File: src/rtl/xalu_nibble_seq.sv
// xalu_nibble_seq: runs WIDTH-bit operations through one 4-bit ALU slice,
// one nibble per clock, carrying the slice carries from one nibble to the next.
//
// state  | meaning
// -------+------------------------------------------------------------
// S_IDLE | waiting for start; the slice sees zero operands
// S_RUN  | one nibble per cycle, idx = 0..NIBBLES-1
// S_DONE | one-cycle done pulse; result and flags valid
module xalu_nibble_seq #(
    parameter int NIBBLES = 4,
    localparam int WIDTH = 4 * NIBBLES
) (
    input  logic             clk,
    input  logic             rst,
    input  logic             start,
    input  logic [2:0]       op,
    input  logic             com,
    input  logic             cin,
    input  logic [WIDTH-1:0] a,
    input  logic [WIDTH-1:0] b,
    output logic             busy,
    output logic             done,
    output logic [WIDTH-1:0] result,
    output logic             carry_out,
    output logic             zero,
    output logic             neg_zero,
    output logic             equ,
    output logic [3:0]       slice_a,
    output logic [3:0]       slice_b,
    output logic [2:0]       slice_f,
    output logic             slice_com,
    output logic             slice_ci_left,
    output logic             slice_ci_right,
    input  logic [3:0]       slice_d,
    input  logic             slice_co_left,
    input  logic             slice_co_right,
    input  logic             slice_equ
);

    localparam int IW = $clog2(NIBBLES);

    localparam logic [2:0] OP_ADD = 3'd0;
    localparam logic [2:0] OP_SHR = 3'd6;
    localparam logic [2:0] OP_SHL = 3'd7;

    typedef enum logic [1:0] {
        S_IDLE = 2'd0,
        S_RUN  = 2'd1,
        S_DONE = 2'd2
    } state_t;

    state_t           state_q;
    state_t           state_nxt;

    logic [IW-1:0]    idx_q;
    logic [WIDTH-1:0] a_q;
    logic [WIDTH-1:0] b_q;
    logic [2:0]       op_q;
    logic             com_q;
    logic             carry_q;
    logic             equ_acc_q;
    logic [WIDTH-1:0] result_q;
    logic             carry_out_q;
    logic             zero_q;
    logic             neg_zero_q;
    logic             equ_q;

    logic [IW-1:0]    phys;
    logic             last_step;
    logic             right_chain;
    logic             left_chain;
    logic [3:0]       nib_a;
    logic [3:0]       nib_b;
    logic [WIDTH-1:0] result_nxt;
    logic             carry_nxt;
    logic             equ_acc_nxt;

    // ADD and SHL ripple toward the MSB, SHR ripples toward the LSB.
    assign right_chain = (op_q == OP_ADD) || (op_q == OP_SHL);
    assign left_chain  = (op_q == OP_SHR);
    assign last_step   = (idx_q == IW'(NIBBLES - 1));

    // Map the step index onto a physical nibble, pick its operands and merge the slice output into the result.
    always_comb begin
        phys       = left_chain ? (IW'(NIBBLES - 1) - idx_q) : idx_q;
        nib_a      = '0;
        nib_b      = '0;
        result_nxt = result_q;
        for (int i = 0; i < NIBBLES; i++) begin
            if (phys == IW'(i)) begin
                nib_a                 = a_q[4*i +: 4];
                nib_b                 = b_q[4*i +: 4];
                result_nxt[4*i +: 4] = slice_d;
            end
        end
    end

    // Carry and equality values to be stored at the end of the current nibble step.
    always_comb begin
        carry_nxt   = carry_q;
        equ_acc_nxt = equ_acc_q & slice_equ;
        if (right_chain) begin
            carry_nxt = slice_co_left;
        end else if (left_chain) begin
            carry_nxt = slice_co_right;
        end
    end

    // State register.
    always_ff @(posedge clk) begin
        if (rst) begin
            state_q <= S_IDLE;
        end else begin
            state_q <= state_nxt;
        end
    end

    // Next-state logic, handshake outputs and the slice drive.
    always_comb begin
        state_nxt      = state_q;
        busy           = 1'b0;
        done           = 1'b0;
        slice_a        = 4'd0;
        slice_b        = 4'd0;
        slice_ci_left  = 1'b0;
        slice_ci_right = 1'b0;
        case (state_q)
            S_IDLE: begin
                if (start) begin
                    state_nxt = S_RUN;
                end
            end
            S_RUN: begin
                busy    = 1'b1;
                slice_a = nib_a;
                slice_b = nib_b;
                if (right_chain) begin
                    slice_ci_right = carry_q;
                end
                if (left_chain) begin
                    slice_ci_left = carry_q;
                end
                if (last_step) begin
                    state_nxt = S_DONE;
                end
            end
            S_DONE: begin
                busy      = 1'b1;
                done      = 1'b1;
                state_nxt = S_IDLE;
            end
            default: begin
                state_nxt = S_IDLE;
            end
        endcase
    end

    // Command latch, per-nibble capture and final flag evaluation.
    always_ff @(posedge clk) begin
        if (rst) begin
            idx_q       <= '0;
            a_q         <= '0;
            b_q         <= '0;
            op_q        <= '0;
            com_q       <= 1'b0;
            carry_q     <= 1'b0;
            equ_acc_q   <= 1'b0;
            result_q    <= '0;
            carry_out_q <= 1'b0;
            zero_q      <= 1'b0;
            neg_zero_q  <= 1'b0;
            equ_q       <= 1'b0;
        end else begin
            case (state_q)
                S_IDLE: begin
                    if (start) begin
                        a_q         <= a;
                        b_q         <= b;
                        op_q        <= op;
                        com_q       <= com;
                        carry_q     <= cin;
                        idx_q       <= '0;
                        equ_acc_q   <= 1'b1;
                        result_q    <= '0;
                        carry_out_q <= 1'b0;
                        zero_q      <= 1'b0;
                        neg_zero_q  <= 1'b0;
                        equ_q       <= 1'b0;
                    end
                end
                S_RUN: begin
                    result_q  <= result_nxt;
                    carry_q   <= carry_nxt;
                    equ_acc_q <= equ_acc_nxt;
                    if (last_step) begin
                        // Flags must be valid in the done cycle, so they are taken from the merged next result.
                        idx_q       <= '0;
                        carry_out_q <= (right_chain || left_chain) ? carry_nxt : 1'b0;
                        zero_q      <= (result_nxt == '0);
                        neg_zero_q  <= &result_nxt;
                        equ_q       <= equ_acc_nxt;
                    end else begin
                        idx_q <= idx_q + 1'b1;
                    end
                end
                default: begin
                end
            endcase
        end
    end

    assign slice_f   = op_q;
    assign slice_com = com_q;
    assign result    = result_q;
    assign carry_out = carry_out_q;
    assign zero      = zero_q;
    assign neg_zero  = neg_zero_q;
    assign equ       = equ_q;

endmodule

File: config.mk
export PLATFORM = sky130hd
export DESIGN_NAME = xalu_nibble_seq
export DESIGN_NICKNAME = d
export VERILOG_FILES = /design/src/rtl/xalu_nibble_seq.sv
export SDC_FILE = /design/constraint.sdc
export NUM_CORES = 1
export LEC_CHECK = 0
export BUFFER_PORTS_ARGS = -buffer_cell sky130_fd_sc_hd__buf_4
export CAP_MARGIN = 10
export CORE_MARGIN = 2
export CORE_UTILIZATION = 50
export CTS_BUF_LIST = sky130_fd_sc_hd__clkbuf_8 sky130_fd_sc_hd__clkbuf_16
export DETAILED_ROUTE_END_ITERATION = 8
export PLACE_DENSITY = 0.84
export SYNTH_ARGS = -nofsm -noshare
export SYNTH_HDL_FRONTEND = slang
export SYNTH_SLANG_ARGS = --single-unit
File: constraint.sdc
create_clock -name clk -period 2 [get_ports clk]
set_input_delay 0.3 -clock clk [delete_from_list [all_inputs] [get_ports clk]]
set_output_delay 0.3 -clock clk [all_outputs]
set_load 0.01 [all_outputs]
Word level (Yosys, flattened, before mapping). Index checks and enable logic that the tools add are counted.

Word-level logic and storage cells: 84. Bits in latches: 0. Bits in registers: 62. Bits of input ports: 47. Bits in writable memories: 0. Bits in read-only memories: 0. Memories: 0.

Multipliers: 0. Divide/modulo/power cells: 0. Eq/ne operators: 10. Multiplexer cells: 45. Reductions and logical operators: 13. Shift operators: 0. Bitwise logic cells: 1. $add $sub $neg: 2. Magnitude comparators: 0.

Operators by type and width (number): 2-to-1 mux 4 bit (14); one-hot mux 16 bit (2 select lines) (1); logical NOT 16 bit (1); 2-to-1 mux 1 bit (16); 2-to-1 mux 16 bit (1); AND reduction 16 bit (1); one-hot mux 1 bit (2 select lines) (6); 2-to-1 mux 2 bit (5); equality test 2 bit, second input constant (4); one-hot mux 2 bit (2 select lines) (2); equality test 3 bit, second input constant (2); AND reduction 2 bit (3); equality test 2 x 1 -> 1 bit, second input constant (2); logical NOT 2 bit (2); inequality test 2 bit, second input constant (2); logical NOT 3 bit (1); AND reduction 3 bit (1); adder 2 x 1 -> 2 bit, second input constant (1); logical OR 1 bit (2); nonzero test 2 bit (1); OR reduction 2 bit (1); subtractor 2 bit, first input constant (1); bitwise AND 1 bit (1).

Depth between registers and ports, before layout. Gate-level depths: netlist (run 1).

Depth in word-level cells: 8. Gate-level depth with buffers: 9. Gate-level depth less buffers: 8.

Least setup slack after synthesis (run 1). Ideal clock, no wire load.

Path type: flip-flop to output port. Start point: register op_q[0], in the netlist slice_f[0]. End point: output slice_a[0]. Setup slack: -0.002 ns. Data arrival time: 1.702 ns. Cell stages (with the launch flop): 8. Data required time: 1.700 ns. Cell sequence: dfxtp_1 buf_6 and3b_1 buf_6 buf_6 mux4_2 mux2i_1 nor2_1.

Longest elaborated chain between the ends: 8. Elaborated cells between the ends (all ways): 11.

Ends and longest elaborated chain: start: declaration (line 58) `logic [2:0] op_q;`; start signal: assignment (line 179) `op_q <= op;`; equality test 3 bit (*) (line 80) `assign left_chain = (op_q == OP_SHR);`; 2-to-1 mux 2 bit (*) (line 85) `phys = left_chain ? (IW'(NIBBLES - 1) - idx_q) : idx_q;`; logical NOT 2 bit (line 90) `if (phys == IW'(i)) begin`; 2-to-1 mux 4 bit (3 in a row) (line 90); 2-to-1 mux 4 bit (*) (line 90); 2-to-1 mux 4 bit (*) (line 127) `case (state_q)`; end: declaration (line 28) `output logic [3:0] slice_a,`.

Mark *: on every way between the ends. The rest lies on a longest branch, timed or not.

Worst setup path after layout (run 1).
Start point: register op_q[1], in the netlist slice_f[1]. End point: output slice_a[0].

Same word-level chain as after synthesis.

==> results of run 1 <==
worst max path at each step:
stage	end	slack, ps	depth (start not counted)	from
6_report	slice_a[0]	-220	6	slice_f[1]
4_1_cts	slice_a[0]	-220	6	slice_f[2]
2_1_floorplan	slice_a[0]	7	7	slice_f[0]
3_3_place_gp	zero	90	7	idx_q[0]
5_1_grt	slice_a[0]	-280	6	slice_f[1]
3_5_place_dp	zero	50	7	idx_q[0]
synthesized netlist by cell type (7+ instances only):
| library cell | count | area share (%) |
|---|---|---|
| sky130_fd_sc_hd__dfxtp_1 | 62 | 33 |
| sky130_fd_sc_hd__o21ai_0 | 15 | 2.0 |
| sky130_fd_sc_hd__a21oi_1 | 57 | 7.5 |
| sky130_fd_sc_hd__a22oi_1 | 14 | 2.8 |
| sky130_fd_sc_hd__nand3_1 | 17 | 2.2 |
| sky130_fd_sc_hd__nor2_1 | 48 | 4.7 |
| sky130_fd_sc_hd__buf_2 | 9 | 1.2 |
| sky130_fd_sc_hd__o21ai_1 | 11 | 1.4 |
| sky130_fd_sc_hd__clkbuf_1 | 21 | 2.1 |
| sky130_fd_sc_hd__mux2i_1 | 15 | 3.9 |
| sky130_fd_sc_hd__a211oi_1 | 8 | 1.6 |
| sky130_fd_sc_hd__nand2_1 | 98 | 9.6 |
| sky130_fd_sc_hd__nor3_1 | 11 | 1.4 |
| sky130_fd_sc_hd__mux4_2 | 12 | 7.1 |
| sky130_fd_sc_hd__inv_1 | 7 | 0.69 |
tightest hold or removal path: cells and delay by family:
| kind | cells | cell delay (ps) |
|---|---|---|
| AOI/OAI and AO/OA | 1 | 50 |
| buffers and inverters | 1 | 110 |
| and+or+nand+nor | 1 | 40 |
registers in the layout, indices dropped and copies added, names as in the netlist, 2 cells and up:
register,flops
a_q,16
b_q,16
idx_q,2
result,16
slice_f,3
state_q,2
per-stage QoR:
step | cell area, um2 | utilization [%]
final | 5010 | 68.4
after global placement | 4620 | 63.0
after global routing | 5010 | 68.4
after detailed placement | 4620 | 63.0
after CTS | 4930 | 67.3
after floorplan | 3820 | -
kinds of logic after synthesis:
logic type                 after synthesis  share of synthesized area [%]
xor gates and xnor gates                 1                          0.230
adders and majority gates                4                           1.31
muxes                                   27                           11.0
AOI/OAI and AO/OA                      144                           23.6
buffers and inverters                   50                           6.30
DFF                                     62                           32.6
and+or+nand+nor                        210                           24.9
power by group through the flow:
stage	Sequential (W)	Combinational, W	Clock, W
floorplan	0.00136	0.000363	0
detailed placement	0.00138	0.000598	0
finish	0.00135	0.000637	0.00122
global placement	0.00137	0.000584	0
CTS	0.00135	0.000619	0.00123
global route	0.00136	0.000689	0.00128
per-layer routing:
layer / up-vias / track usage, % / share of wire, %
met4: 0 / 13.1 / 3.6
met2: 253 / 49.1 / 47
met3: 50 / 5.23 / 9.9
li1: 1989 / - / -
met5: - / 0 / 0
met1: 1963 / 37.5 / 39
cell type report:
type,instances,area share [%]
inverter,10,0.998
sequential,62,25.0
timing repair buffer,125,19.7
clock buffer,9,2.47
clock inverter,7,1.80
tap,99,2.47
multi-input combinational,386,47.6
what timing repair did:
action	CTS	global route
pin swaps	0	4
gates resized for setup	19	16
setup buffers	7	3
setup endpoints to repair	8	11
==> results.txt, run 1 <==
The areal power density over the cells came out at 640 nW/um2. The x dimension of the die came out at a little over 90 um. The number of max-cap violations is 0. The internal reg-to-reg setup slack is roughly 10 ps. In the synthesized netlist, the number of instances is roughly 500.

The post-cts hold buffer count is 0. The wire length reported by the detailed router is 12,400 um. The final route contains approximately 4,300 vias. The floorplan die height came out at 91.3 um. The count of pins over their slew limit was 0. The fill cell total of the finished layout is roughly 570. The post-route netlist has between 20% and 30% of its cells at a drive strength greater than 1.

In this run the worst hold path is classified as primary input to register. The final setup violation count is 8. Counting both buffers and inverters, the worst setup path holds a total of 2.

The slew at the pin closest to its max-slew limit came out at 414 ps. The worst hold endpoint is b_q[6]. Synthesis inferred between 60 and 70 register bits. Sequential cells were found to cover roughly 33% of the synthesized design area. The slowest stage of the critical path is the sky130_fd_sc_hd__mux4_2 cell.

The total clock buffers created by CTS is 9. The sequential cell area is ~1300 um2. The worst setup path is launched from a register.

The cell at the root of the clock tree is sky130_fd_sc_hd__clkbuf_8. Traced cell by cell, the critical path runs through and3b_2 > buf_12 > mux4_2 > mux2i_1 > nor2_1 > buf_4. The data arrival time of the critical path came out at between 1500 and 2000 ps. The routed length per instance came out at between 15 and 20 um. The multi-input combinational cells in the finished layout cover a total of between 2000 and 2500 um2. The power consumption came out at roughly 0.0032 W. The cell internal power dissipation came out at 0.00227 W.

The ratio of routed vias to standard cells is 6.10. The smallest clock period supported by the final layout is computed as 2220 ps. The number of cells on the worst reg-to-reg path is 8. The post-detailed-route DRC marker count came out at 0.

The analysis attributes to net switching a power of about 0.00094 W. The combinational share of power is 19.8%. The diode insertion count for antenna repair came out at 0. The clock reaches the later pin of the worst-skew pair after ~350 ps.

The via count of the first global-routing pass is ~4,100. The static leakage power came out at between 2 and 2.5 nW. The clock tree skew after final layout is approximately 5.4 ps.

The full die area is approximately 8300 um2. The run finished, with violations left. The wire length of the first global-routing pass came out at between 15,000 and 20,000 um. The average cell area after synthesis came out at 7.66 um2.

The largest net degree at the start of global routing came out at 38. The most instantiated flip-flop cell in the synthesis netlist is sky130_fd_sc_hd__dfxtp_1. The weighted congestion reported at the end of routability-driven placement is 1.03. The maximum clock frequency came out at ~0.45 GHz. The startpoint of the worst hold path is b[6]. The switching part of the total power came out at between 20% and 30%. The detailed router's first-iteration violation count came out at ~440. The number of levels the H-tree was split into came out at 3. The post-synth net total came out at 549. The checks that failed: setup timing. The top-level I/O count is 83. Across every metal layer, demand over resource in global routing totals 29.6%.

The most common cell after layout, fill and taps aside is sky130_fd_sc_hd__buf_4. The number of nets in the layout is 645. Of all nets on the critical path, the largest fanout is 8. CTS saw 62 sinks. The worst slack after detailed placement is 47.5 ps.

For this configuration, the core starts out at a cell density of a little over half. The share of total power in sequential cells is a little over two fifths. The largest stage delay on the critical path came out at 480 ps. The worst endpoint required time came out at about 1700 ps. The critical path is of the register to output pin type.

TritonCTS built the clock tree. The hold path depth is 3. The global-route congestion overflow total is 0.

In this run the critical register-to-register path is launched from slice_f[1]. The number of cells in the finished layout apart from fillers came out at approximately 700. Headroom to the max-slew limit came out at 72.4%.

The end of the worst register-to-register path is neg_zero. Setup repair after global routing could not meet its margin everywhere. The placeable core area is 7330 um2. STA classifies the critical path endpoint as an output pin.

The async set-reset flop share out of synthesis came out at 0%. The clock group share of total power came out at about two fifths. For this run, the number of Yosys warnings is 0. The count of buffers from port buffering is just over 80.

The count of different cell masters after synthesis is 53. The total placed cells including tap cells is between 600 and 700. The floorplan row count is 31. The initial antenna violation count was 0.

The cell family contributing the most delay on the critical path is multiplexers. The count of flip-flops with a built-in enable after synthesis came out at 0. The accumulated negative setup slack came out at -1320 ps. Leaving out fill and tap cells, the most frequent cells in the layout are sky130_fd_sc_hd__buf_4, sky130_fd_sc_hd__nand2_1, sky130_fd_sc_hd__dfxtp_1. The maximum clock path buffer count is 2.

The register clock-pin slew on the reported worst setup and hold paths is around 70 ps. The layout overhead on the synthesized area is 31.5%. The final-report hold violation count came out at 0. The period utilization is 111%. The sum of net half-perimeters after detailed placement came out at 8500 um. The post-synthesis instance area came out at approximately 3800 um2. The first TritonRoute pass finished after 8 iterations. The hold slack came out at between 150 and 200 ps.

The final worst setup slack is -224 ps. In this run the remaining antenna-violating nets after routing total 0. The maximum VDD drop came out at roughly 0.45 mV.
Power figures use the tool's default switching activity.
==> run 2, diff against run 1 <==
--- a/config.mk
+++ b/config.mk
@@ -11,7 +11,7 @@
 export CORE_UTILIZATION = 50
 export CTS_BUF_LIST = sky130_fd_sc_hd__clkbuf_8 sky130_fd_sc_hd__clkbuf_16
 export DETAILED_ROUTE_END_ITERATION = 8
-export PLACE_DENSITY = 0.84
+export PLACE_DENSITY = 0.81
 export SYNTH_ARGS = -nofsm -noshare
 export SYNTH_HDL_FRONTEND = slang
 export SYNTH_SLANG_ARGS = --single-unit
==> constraint.sdc (replaced) <==
create_clock -name clk -period 2.55 [get_ports clk]
set_input_delay 0.3825 -clock clk [delete_from_list [all_inputs] [get_ports clk]]
set_output_delay 0.3825 -clock clk [all_outputs]
set_load 0.01 [all_outputs]
==> results.txt, run 2 (synthesis results as in run 1) <==
The net switching power of the design came out at around 0.00073 W. The register clock-pin slew on the reported worst setup and hold paths is about 70 ps. The initial antenna violation count is 0. For this design, the slowest cell found on the critical path is sky130_fd_sc_hd__mux4_2. The share of cells above drive strength 1 is around 25%. The layout overhead on the synthesized area came out at 26.0%. The largest stage delay on the critical path is roughly 500 ps.

The clock group share of total power came out at between 30% and 40%. The cell count along the critical path is 7. The startpoint of the worst hold path is a[13]. Global routing used 28.3% of the available tracks. The maximum clock path buffer count came out at 2. The flow ran to the end, and the final reports show no timing, DRC or antenna violations. The final-report hold violation count came out at 0. The largest net degree at the start of global routing is 63. The top cell types in the final layout, fill and taps aside, are sky130_fd_sc_hd__buf_4, sky130_fd_sc_hd__nand2_1, sky130_fd_sc_hd__dfxtp_1. The fill cell total of the finished layout came out at about 620. The diode insertion count for antenna repair is 0. The type of the most critical hold path is primary input to register. At the later pin of the worst-skew pair, clock insertion delay measures 350 ps.

Summing over every cut layer, the via total after detailed routing is 4,114. The count of pins over their slew limit is 0. The maximum VDD drop came out at 0.423 mV. The combinational share of power is 18.3%. The floorplan step set the die width to approximately 91 um. The final setup violation count came out at 0. The clock tree skew after final layout came out at 11.4 ps. The global-route congestion overflow total is 0. The number of clock buffers added by TritonCTS is 9. The data arrival time of the critical path is between 2000 and 2500 ps. The critical register-to-register path startpoint is slice_f[0].

The critical-path maximum fanout is 8. The worst path needs 2490 ps of the cycle, external delays included. The analysis attributes to cell leakage a power of just under 2 nW.

The worst slack after detailed placement came out at about 330 ps. Cell internal power was estimated by the tool at about 0.0018 W. The areal power density over the cells is about 530 nW/um2. The number of cell instances on the worst register-to-register path is 9. The worst setup path is launched from a register. Port buffering added 82 buffers. The detailed router's first-iteration violation count is 440. The first global-routing pass estimated 18,900 um of wire. STA classifies the critical path endpoint as an output pin.

The cell area after layout came out at between 4000 and 5000 um2. The weighted congestion reported at the end of routability-driven placement is ~0.94. The worst setup path is of the register to output pin kind. For the final routed database, the setup TNS stands at 0 ps. Net switching is approximately 29% of the power. The worst hold path terminates at a_q[13].

The root buffer cell chosen for the clock tree is sky130_fd_sc_hd__clkbuf_8. The floorplan die height is 91.3 um. The internal reg-to-reg setup slack is about 250 ps. The number of detailed-routing iterations run before antenna repair came out at 5.

The post-cts hold buffer count is 0. The number of max-cap violations is 0. The initial utilization of the core area, before any placement, comes to between 50% and 60%.

The number of levels the H-tree was split into is 3. The core region is about 7300 um2. The wire length reported by the detailed router is about 12,000 um. The via count of the first global-routing pass is ~3,900.

The placement-stage cell area came out at around 4500 um2. Leaving out fill and tap cells, the most frequent cell in the layout is sky130_fd_sc_hd__buf_4. Counting instances, the worst hold path has a depth of 3. The final worst setup slack is between 60 and 70 ps. The post-detailed-route DRC marker count came out at 0. In this design, the largest share of critical-path delay is due to multiplexers.

The sum of net half-perimeters after detailed placement is 7800 um. The top-level I/O count is slightly above 80. The number of buffers and inverters on the critical path is 3. Traced cell by cell, the critical path runs through buf_6 > and3b_2 > buf_12 > mux4_2 > mux2i_1 > nor2_1 > buf_4.

The floorplan has 31 rows. Measured against its own limit, the worst slew margin works out to between 50% and 60%. The slew at the pin closest to its max-slew limit is about 620 ps. At the worst endpoint, the required time is approximately 2200 ps. The share of total power in sequential cells is a little over two fifths.

Derived from the worst setup path, the maximum achievable clock frequency is about 0.4 GHz. For this run, the post-layout net count is 624. In this run the remaining antenna-violating nets after routing total 0. TritonCTS built the clock tree. The most critical setup path has its startpoint at slice_f[0]. The routed length per instance came out at 17.2 um. In this run the critical register-to-register path is captured at neg_zero. In the finished design, the share of the clock period the worst path needs comes to between 90% and 100%. The full die area came out at 8340 um2.

After detailed routing, the number of vias per cell comes to about 6. Setup repair after global routing left no endpoint under its margin. The clock net in this run drives a total of 62 sinks.
run 2: worst max-delay path by stage:
| stage | to | slack (ps) |
|---|---|---|
| after global placement | slice_a[0] | 380 |
| after detailed placement | slice_a[1] | 330 |
| after CTS | slice_a[1] | 8 |
| after global routing | slice_a[1] | 9 |
| after floorplan | slice_a[0] | 470 |
| final | slice_a[1] | 60 |
run 2: power groups by stage:
stage | Combinational [W] | Clock, W | Sequential, W
after floorplan | 0.000284 | 0 | 0.00107
after global placement | 0.000438 | 0 | 0.00108
after detailed placement | 0.000448 | 0 | 0.00108
after CTS | 0.000457 | 0.00101 | 0.00106
after global routing | 0.000507 | 0.00105 | 0.00107
final | 0.000463 | 0.00100 | 0.00106
run 2: final cells by class:
cell class | count | area (um2) | share of cell area, %
multi-input cells | 386 | 2340 | 48.8
inverters | 10 | 41.3 | 0.860
well taps | 99 | 124 | 2.58
repair buffers | 104 | 822 | 17.1
flip-flops and latches | 62 | 1240 | 25.9
clock buffers | 10 | 138 | 2.87
clock inverters | 6 | 92.6 | 1.93
run 2: tightest hold or removal path, stage by stage:
cell	delay (ps)
sky130_fd_sc_hd__buf_4	110
sky130_fd_sc_hd__nand2_1	40
sky130_fd_sc_hd__a21oi_1	50
run 2: routing by layer:
metal	part of all wire [%]	vias to the layer above	GRT usage (%)
met5	0	-	0
met4	3.0	0	12.1
met3	9.5	37	5.15
met2	49	251	46.5
met1	39	1875	36.6
li1	-	1951	-
run 2: through the flow:
stage / instances / power, W / util (%) / hold WS [ps]
global placement: 656 / 0.00151 / 61.2 / 441
detailed placement: 656 / 0.00153 / 61.2 / 443
finish: 677 / 0.00253 / 65.5 / 277
floorplan: 498 / 0.00135 / - / 431
CTS: 677 / 0.00253 / 65.4 / 267
global route: 677 / 0.00262 / 65.5 / 275
run 2: timing repair:
item	CTS	global route
gates cloned	1	0
setup endpoints to repair	4	5
buffers inserted	4	0
gates resized for setup	2	4
pin swaps	0	1
